--- src/rtl/pool_relu_ctrl_pkg.sv ---
// Shared definitions for the pooling/ReLU controller: data width, default address width, FSM encoding.
package pool_relu_ctrl_pkg;

    localparam int unsigned DATSIZE = 22;
    localparam int unsigned AW_DEF  = 16;

    typedef enum logic [2:0] {
        ST_IDLE = 3'd0,
        ST_RD0  = 3'd1,
        ST_RD1  = 3'd2,
        ST_RD2  = 3'd3,
        ST_RD3  = 3'd4,
        ST_CAP  = 3'd5,
        ST_WR   = 3'd6,
        ST_DONE = 3'd7
    } state_e;

endpackage

--- src/rtl/max_4.sv ---
// Signed maximum of four values (purely combinational).
module max_4
    import pool_relu_ctrl_pkg::*;
(
    input  logic [DATSIZE-1:0] a,
    input  logic [DATSIZE-1:0] b,
    input  logic [DATSIZE-1:0] c,
    input  logic [DATSIZE-1:0] d,
    output logic [DATSIZE-1:0] max_c
);

    logic [DATSIZE-1:0] m_ab;
    logic [DATSIZE-1:0] m_cd;

    // Two-level signed compare tree.
    always_comb begin
        m_ab  = ($signed(a) > $signed(b)) ? a : b;
        m_cd  = ($signed(c) > $signed(d)) ? c : d;
        max_c = ($signed(m_ab) > $signed(m_cd)) ? m_ab : m_cd;
    end

endmodule

--- src/rtl/relu.sv ---
// ReLU: negative inputs clamp to zero (purely combinational).
module relu
    import pool_relu_ctrl_pkg::*;
(
    input  logic [DATSIZE-1:0] din,
    output logic [DATSIZE-1:0] dout_c
);

    // Sign bit selects zero.
    always_comb begin
        dout_c = din[DATSIZE-1] ? '0 : din;
    end

endmodule

--- src/rtl/pool_relu_ctrl.sv ---
// 2x2 max-pool controller with optional ReLU: walks every window of every channel,
// reads four pixels, writes one pooled pixel with a ready/valid style write port.
module pool_relu_ctrl
    import pool_relu_ctrl_pkg::*;
#(
    parameter int unsigned FM_W = 24,
    parameter int unsigned FM_H = 24,
    parameter int unsigned NCH  = 4,
    parameter int unsigned AW   = AW_DEF
) (
    input  logic               clk,
    input  logic               rst,
    input  logic               start,
    input  logic               relu_en,
    output logic               busy,
    output logic               done,
    output logic               rd_en,
    output logic [AW-1:0]      rd_addr,
    input  logic [DATSIZE-1:0] rd_data,
    output logic               wr_en,
    output logic [AW-1:0]      wr_addr,
    output logic [DATSIZE-1:0] wr_data,
    input  logic               wr_ready
);

    localparam int unsigned CH_W  = (NCH > 1) ? $clog2(NCH) : 1;
    localparam int unsigned R_W   = (FM_H > 2) ? $clog2(FM_H) : 1;
    localparam int unsigned C_W   = (FM_W > 2) ? $clog2(FM_W) : 1;
    localparam int unsigned OUT_W = FM_W / 2;
    localparam int unsigned OUT_H = FM_H / 2;

    state_e state_q, state_d;

    logic [CH_W-1:0]    ch_q, ch_d;
    logic [R_W-1:0]     r_q, r_d;
    logic [C_W-1:0]     c_q, c_d;
    logic [DATSIZE-1:0] win_q [4];
    logic [DATSIZE-1:0] win_d [4];
    logic               relu_q, relu_d;

    logic               busy_q, busy_d;
    logic               done_q, done_d;
    logic               rd_en_q, rd_en_d;
    logic [AW-1:0]      rd_addr_q, rd_addr_d;
    logic               wr_en_q, wr_en_d;
    logic [AW-1:0]      wr_addr_q, wr_addr_d;
    logic [DATSIZE-1:0] wr_data_q, wr_data_d;

    logic               last_win_c;
    logic [DATSIZE-1:0] max_c;
    logic [DATSIZE-1:0] relu_c;
    logic [DATSIZE-1:0] pool_c;
    logic [31:0]        in_base;
    logic [31:0]        rd_off;
    logic [31:0]        out_base;

    assign last_win_c = (ch_q == CH_W'(NCH - 1)) && (r_q == R_W'(FM_H - 2)) && (c_q == C_W'(FM_W - 2));

    // The fourth window value is taken from the capture path so the result is ready on entry to WR.
    max_4 u_max_4 (
        .a     (win_q[0]),
        .b     (win_q[1]),
        .c     (win_q[2]),
        .d     (win_d[3]),
        .max_c (max_c)
    );

    relu u_relu (
        .din    (max_c),
        .dout_c (relu_c)
    );

    assign pool_c = relu_q ? relu_c : max_c;

    // State register.
    always_ff @(posedge clk) begin
        if (rst) begin
            state_q <= ST_IDLE;
        end else begin
            state_q <= state_d;
        end
    end

    // Next-state logic; start only matters in IDLE.
    always_comb begin
        state_d = state_q;
        case (state_q)
            ST_IDLE: if (start) state_d = ST_RD0;
            ST_RD0:  state_d = ST_RD1;
            ST_RD1:  state_d = ST_RD2;
            ST_RD2:  state_d = ST_RD3;
            ST_RD3:  state_d = ST_CAP;
            ST_CAP:  state_d = ST_WR;
            ST_WR:   if (wr_ready) state_d = last_win_c ? ST_DONE : ST_RD0;
            ST_DONE: state_d = ST_IDLE;
            default: state_d = ST_IDLE;
        endcase
    end

    // Window position counters, window capture and relu_en latch.
    always_comb begin
        ch_d   = ch_q;
        r_d    = r_q;
        c_d    = c_q;
        win_d  = win_q;
        relu_d = relu_q;
        if (state_q == ST_IDLE && start) begin
            relu_d = relu_en;
        end
        case (state_q)
            ST_RD1:  win_d[0] = rd_data;
            ST_RD2:  win_d[1] = rd_data;
            ST_RD3:  win_d[2] = rd_data;
            ST_CAP:  win_d[3] = rd_data;
            default: ;
        endcase
        if (state_q == ST_WR && wr_ready) begin
            if (c_q == C_W'(FM_W - 2)) begin
                c_d = '0;
                if (r_q == R_W'(FM_H - 2)) begin
                    r_d  = '0;
                    ch_d = (ch_q == CH_W'(NCH - 1)) ? '0 : ch_q + CH_W'(1);
                end else begin
                    r_d = r_q + R_W'(2);
                end
            end else begin
                c_d = c_q + C_W'(2);
            end
        end
    end

    // Outputs decoded from the next state so the registered outputs line up with the state.
    always_comb begin
        busy_d  = (state_d != ST_IDLE);
        done_d  = (state_d == ST_DONE);
        wr_en_d = (state_d == ST_WR);
        rd_en_d = 1'b0;
        rd_off  = '0;
        case (state_d)
            ST_RD0:  begin rd_en_d = 1'b1; rd_off = '0;         end
            ST_RD1:  begin rd_en_d = 1'b1; rd_off = 32'd1;      end
            ST_RD2:  begin rd_en_d = 1'b1; rd_off = FM_W;       end
            ST_RD3:  begin rd_en_d = 1'b1; rd_off = FM_W + 1;   end
            default: ;
        endcase
        in_base   = 32'(ch_d) * (FM_H * FM_W) + 32'(r_d) * FM_W + 32'(c_d);
        out_base  = 32'(ch_d) * (OUT_H * OUT_W) + 32'(r_d >> 1) * OUT_W + 32'(c_d >> 1);
        rd_addr_d = rd_en_d ? AW'(in_base + rd_off) : rd_addr_q;
        wr_addr_d = wr_en_d ? AW'(out_base) : wr_addr_q;
        wr_data_d = (state_q == ST_CAP) ? pool_c : wr_data_q;
    end

    // Datapath and output registers.
    always_ff @(posedge clk) begin
        if (rst) begin
            ch_q      <= '0;
            r_q       <= '0;
            c_q       <= '0;
            win_q     <= '{default: '0};
            relu_q    <= 1'b0;
            busy_q    <= 1'b0;
            done_q    <= 1'b0;
            rd_en_q   <= 1'b0;
            rd_addr_q <= '0;
            wr_en_q   <= 1'b0;
            wr_addr_q <= '0;
            wr_data_q <= '0;
        end else begin
            ch_q      <= ch_d;
            r_q       <= r_d;
            c_q       <= c_d;
            win_q     <= win_d;
            relu_q    <= relu_d;
            busy_q    <= busy_d;
            done_q    <= done_d;
            rd_en_q   <= rd_en_d;
            rd_addr_q <= rd_addr_d;
            wr_en_q   <= wr_en_d;
            wr_addr_q <= wr_addr_d;
            wr_data_q <= wr_data_d;
        end
    end

    assign busy    = busy_q;
    assign done    = done_q;
    assign rd_en   = rd_en_q;
    assign rd_addr = rd_addr_q;
    assign wr_en   = wr_en_q;
    assign wr_addr = wr_addr_q;
    assign wr_data = wr_data_q;

endmodule

--- config.mk ---
export PLATFORM = sky130hd
export DESIGN_NAME = pool_relu_ctrl
export DESIGN_NICKNAME = d
export VERILOG_FILES = /design/src/rtl/pool_relu_ctrl_pkg.sv /design/src/rtl/max_4.sv /design/src/rtl/relu.sv /design/src/rtl/pool_relu_ctrl.sv
export SDC_FILE = /design/constraint.sdc
export NUM_CORES = 1
export LEC_CHECK = 0
export CAP_MARGIN = 0
export CORE_AREA = 2 2 130 132
export CTS_CLUSTER_SIZE = 16
export DETAILED_ROUTE_END_ITERATION = 8
export DIE_AREA = 0 0 132 134
export PLACE_DENSITY = 0.76
export SLEW_MARGIN = 20
export SYNTH_ARGS = -nofsm -noshare
export SYNTH_HDL_FRONTEND = slang
export SYNTH_SLANG_ARGS = --single-unit
--- constraint.sdc ---
create_clock -name clk -period 15.5 [get_ports clk]
set_input_delay 1.55 -clock clk [delete_from_list [all_inputs] [get_ports clk]]
set_output_delay 1.55 -clock clk [all_outputs]
set_load 0.005 [all_outputs]
-- Word-level counts from Yosys, hierarchy flattened
Cells that the tools add are included.
- add/subtract/negate cells: 8
- multipliers: 4
- div/mod/pow operators: 0
- magnitude comparators: 3
- equality and inequality tests: 16
- shift-type cells: 0
- multiplexer cells: 21
- bitwise gates (word level): 0
- reduce and logical (&&, ||, !) cells: 7
- operator list (kind ; count):
    2-to-1 mux 22 bit ; 5
    > comparator 22 bit ; 3
    2-to-1 mux 5 bit ; 5
    one-hot mux 3 bit (8 select lines) ; 1
    equality test 3 bit, second input constant ; 7
    2-to-1 mux 21 bit ; 1
    adder 14 x 16 -> 16 bit ; 1
    one-hot mux 5 bit (3 select lines) ; 1
    adder 13 x 5 -> 14 bit ; 1
    adder 12 x 10 -> 13 bit ; 1
    adder 11 x 4 -> 12 bit ; 1
    equality test 3 x 2 -> 1 bit, second input constant ; 4
    multiplier 2 x 4 -> 6 bit, second input constant ; 2
    adder 10 x 8 -> 11 bit ; 1
    adder 5 x 2 -> 5 bit, second input constant ; 2
    equality test 5 bit, second input constant ; 2
    2-to-1 mux 3 bit ; 3
    2-to-1 mux 2 bit ; 4
    multiplier 5 x 2 -> 7 bit, second input constant ; 1
    equality test 3 x 1 -> 1 bit, second input constant ; 2
    multiplier 4 x 2 -> 6 bit, second input constant ; 1
    logical AND 1 bit ; 4
    OR reduction 4 bit ; 1
    logical NOT 3 bit ; 1
    other kinds (4) ; 4
- register bits: 162
- latch bits: 0
- RAM bits: 0
- ROM bits: 0
- bits of input ports: 27
- output and inout bits: 58
- memories kept: 0

-- Logic depth before layout (Yosys ltp)
- depth in word-level cells: 9
- depth in mapped cells: 31
- depth with buffers taken out: 22

-- Hierarchy
From an unflattened synthesis, not the netlist that was laid out.
- cells, all modules: 1405
- area, all modules: 10672.7 µm²
- modules (own cells, without submodules) (module ; times used ; cells each ; area an instance (µm²) ; sequential area each (µm²)):
    pool_relu_ctrl ; 1 ; 820 ; 6801.5 ; 3042.9
    max_4 ; 1 ; 560 ; 3656.0 ; 0.0
    relu ; 1 ; 25 ; 215.2 ; 0.0

-- Least setup slack after synthesis
Ideal clock, no wire load.
- path type: flip-flop to flip-flop
- from: register state_q[2]
- to: register wr_data_q[13] (netlist: wr_data[13])
- library setup time: 0.061 ns
- arrival time: 6.424 ns
- slack: 9.015 ns
- stages on the path, launching flop included: 28
- buffers on the path: 9
- period minus slack after synthesis: 6.485 ns
- cells stage by stage: dfxtp_1 buf_4 nand3b_1 buf_6 buf_1 buf_1 mux2i_1 ha_1 nand4_1 or3_1 nor4_1 nor3_1 a211o_1 buf_2 buf_6 clkbuf_1 nand2_1 o21ai_0 ha_1 and4_1 nand2_1 or4b_2 and4_1 clkbuf_1 a311o_1 a31oi_1 buf_2 a32o_1
- cells in the longest elaborated chain, start to end: 8
- RTL lines (element ; RTL line ; RTL):
    from (decl) ; pool_relu_ctrl.sv:32 ; state_e state_q, state_d;
    from (signal assigned) ; pool_relu_ctrl.sv:80 ; state_q <= state_d;
    equality test 3 bit * ; pool_relu_ctrl.sv:110, pool_relu_ctrl.sv:150 ;
    2-to-1 mux 22 bit ; pool_relu_ctrl.sv:110 ; case (state_q)
    > comparator 22 bit ; max_4.sv:18 ; m_cd = ($signed(c) > $signed(d)) ? c : d;
    2-to-1 mux 22 bit ; max_4.sv:18 ;
    > comparator 22 bit ; max_4.sv:19 ; max_c = ($signed(m_ab) > $signed(m_cd)) ? m_ab : m_cd;
    2-to-1 mux 22 bit ; max_4.sv:19 ;
    2-to-1 mux 21 bit ; relu.sv:11 ; dout_c = din[DATSIZE-1] ? '0 : din;
    2-to-1 mux 22 bit ; pool_relu_ctrl.sv:73 ; assign pool_c = relu_q ? relu_c : max_c;
    to (signal assigned) ; pool_relu_ctrl.sv:180 ; wr_data_q <= wr_data_d;
    to (decl) ; pool_relu_ctrl.sv:47 ; logic [DATSIZE-1:0] wr_data_q, wr_data_d;
Mark *: on every way between the ends. The rest lies on a longest branch, timed or not.
A chain may end at the register's enable or synchronous reset.

-- Worst setup path after layout
- from: input rd_data[20]
- to: register wr_data_q[12] (netlist: wr_data[12])
- cells in the longest elaborated chain, start to end: 7
- RTL lines (element ; RTL line ; RTL):
    from (decl) ; pool_relu_ctrl.sv:19 ; input logic [DATSIZE-1:0] rd_data,
    2-to-1 mux 22 bit * ; pool_relu_ctrl.sv:110 ;
    > comparator 22 bit ; max_4.sv:18 ;
    2-to-1 mux 22 bit * ; max_4.sv:18 ;
    > comparator 22 bit ; max_4.sv:19 ;
    2-to-1 mux 22 bit * ; max_4.sv:19 ;
    2-to-1 mux 21 bit ; relu.sv:11 ;
    2-to-1 mux 22 bit * ; pool_relu_ctrl.sv:73 ;
Marked as above.

==> results.yml <==
sta:
  fmax_ghz: 0.132
  tightest_slew_ns: 1.08
  fin_hold_ws_ns: 0.471
  rsz0062_at_grt: "false"
  finalCriticalPeriod_ns: 7.55
  report.final.slew_viol_count: 0
  fin_crit_sh: 0.487
  finalHoldViolations: 0
  setup_viol: 0
  slew_headroom: 0.279
  tns_ns: 0
  fin_worst_skew_ns: 0.0146
setup_path:
  cp-start-kind: "input pin"
  cp.arrival_ns: 7.92
  critical_path_class: "in2reg"
  required_ns: 15.87
  crit_path_end_kind: "register"
  rrSetupSlack_ns: 8.29
  crit_path_max_fanout: 45
logic_synthesis:
  synth_fa_ha_area_frac: 0.137
  synth-async-reset-ratio: 0
  yosysWarnings: 0
  ys_types: 63
  syn_area_per_cell_um2: 8.29
  syn-instance-count: 1058
  synth_top_family_by_area: "simple AND/OR/NAND/NOR gates"
  synth.area.top_cells: "dfxtp_1 (35%), ha_1 (13%), nand2_1 (8.1%)"
  yosysSeqAreaShare: 0.347
  muxShareOfSynthArea: 0.0841
  synthSimpleGateAreaFrac: 0.189
  synth_flop_cell: "dfxtp_1"
  ys_ff_latch: 152
  yosysTopAreaCell: "dfxtp_1"
  synth_compound_area_frac: 0.164
  synth-edff-count: 0
  synth.top_cell.area_share: 0.347
  yosys.area_share.xor_xnor: 0.0180
  synthesis.area_um2: 8770
place:
  io_buffers: 74
  gp_congestion: 0.854
  hpwl_um: 15300
  dp_cells: 1301
  place_area_um2: 9580
cts:
  cts.htree.levels: 4
  cts_buffer_depth: 2
  worstSkewPairLatency_ns: 0.44
  ctsHoldBuffers: 0
  cts_tree: "done"
  path_clk_slew_ns: 0.06
  numCtsBuffers: 17
  cts_sinks: 152
  cts_setup_buffers: 0
  cts_root_buffer: "clkbuf_16"
  cts_resized: 0
final_layout:
  antennaDiodeCount: 0
  drive_gt1_frac: 0.0655
  fin_area_um2: 10200
  finalNonFillerCells: 1334
  layout.nets: 1221
  syn_to_final_growth_pct: 16.8
grt:
  grt-ovfl-total: 0
  grt_pass1_wl_um: 36300
  grt_use_total: 0.255
  antenna_found_initial: 0
  grt_pass1_vias: 7244
  grt_max_degree: 102
power_and_ir_drop:
  switching_share: 0.356
  intPower_uw: 872
  p_switching_uw: 481
  p_leak_uw: 0.00448
  p_per_area_nw_per_um2: 132
  vdd_drop_max_mv: 0.105
  combPwrFrac: 0.367
  clockPowerShare: 0.332
  seqPwrFrac: 0.301
floorplan:
  die_w_um: 132
  die_area_um2: 17700
  rows: 47
  core_area_um2: 16300
  initial_core_util: 0.539
  die_h_um: 134
  io-pin-count: 85
routing:
  vias_per_cell: 5.64
  ant_nets: 0
  drc: 0
  drt-wirelength-per-cell_um: 16.7
  routed_wl_um: 22200
  drt-initial-drc-count: 455
  first_pass_iters: 5
  vias: 7518
status:
  outcome: "finished clean"
run:
  drv_cap: 0
worst_hold_path:
  hp-class: "reg2reg"
-- synthesized netlist by cell type, drive strengths merged (9+ instances only) --
master,n
nor2,85
nand4,14
or3,18
dfxtp,152
inv,57
o21a,18
nor2b,11
nand3,10
nand2,189
ha,88
nand2b,9
buf,26
a32o,17
a21oi,99
mux2i,52
nor4,9
clkbuf,42
mux2,19
a211oi,16
o21ai,32
xnor2,13
-- logic make-up (layout without fill, tap and decap cells) --
kind of cell | after synthesis | count (layout)
simple gates | 372 | 372
compound gates | 226 | 226
flops | 152 | 152
buf+inv | 125 | 172
fa+ha+maj | 93 | 93
mux | 71 | 71
xor+xnor | 18 | 18
other cells | 1 | 10
-- registers in the layout (all words and copies together) (netlist names) --
signal	count
busy	1
c_q	5
ch_q	2
done	1
r_q	5
rd_addr	12
rd_en	1
relu_q	1
state_q	3
win_q	88
wr_addr	10
wr_data	22
wr_en	1
-- power by group through the flow --
stage	Combinational [uW]	Clock, uW	Sequential [uW]
5_1_grt	554	465	409
2_1_floorplan	378	0	413
4_1_cts	492	451	408
6_report	496	449	408
3_3_place_gp	475	0	416
3_5_place_dp	485	0	416
-- metrics by stage --
| stage | util | total power [uW] | setup WS [ns] |
|---|---|---|---|
| floorplan | - | 791 | 9.02 |
| global placement | 0.588 | 892 | 7.47 |
| global route | 0.629 | 1430 | 7.48 |
| CTS | 0.627 | 1350 | 7.72 |
| finish | 0.629 | 1350 | 7.95 |
| detailed placement | 0.588 | 901 | 7.33 |
-- path summary, 6_finish.rpt --
kind	startpoint	end	cells after the start
worst min-delay path	win_q[49]	win_q[49]	2
worst max-delay path	rd_data[20]	wr_data[12]	19
worst max register to register	state_q[1]	wr_data[12]	20
worst min register to register	win_q[49]	win_q[49]	2
-- layer usage --
| metal | vias to the layer above | part of all wire | track usage |
|---|---|---|---|
| met5 | - | 0 | 0 |
| met4 | 0 | 0.013 | 0.0634 |
| met3 | 22 | 0.045 | 0.0506 |
| met2 | 173 | 0.48 | 0.437 |
| met1 | 3577 | 0.46 | 0.332 |
| li1 | 3746 | - | - |
-- area by class of cell --
class	instances	area (um^2)
clock inverters	13	191
flip-flops and latches	152	3040
repair buffers	83	813
clock buffers	19	443
well taps	220	275
inverters	57	214
fillers	1414	6040
multi-input cells	790	5270
-- critical path: stages --
cell	delay (ns)
clkdlybuf4s50_1	0.55
mux2i_1	0.16
ha_1	0.35
nand4_1	0.20
or3_1	0.44
nor4_1	0.37
o31a_1	0.19
a211o_1	0.30
buf_4	0.44
mux2i_1	0.41
inv_1	0.08
ha_1	0.32
nand3_1	0.08
nor2_1	0.08
or4b_2	0.60
and4_1	0.44
a311o_1	0.47
a31oi_4	0.58
a32o_1	0.27
-- placed cells by master, fill, tap and decap left out, types with 14 or more instances in the layout --
master / count
nand2_1: 189
dfxtp_1: 152
a21oi_1: 97
ha_1: 88
nor2_1: 85
clkdlybuf4s50_1: 73
inv_1: 57
mux2i_1: 51
o21ai_0: 29
mux2_2: 19
or3_1: 18
o21a_1: 18
a32o_1: 17
clkbuf_16: 17
a211oi_1: 16
nand4_1: 14
Note: power is estimated with default switching activity, not from simulation.
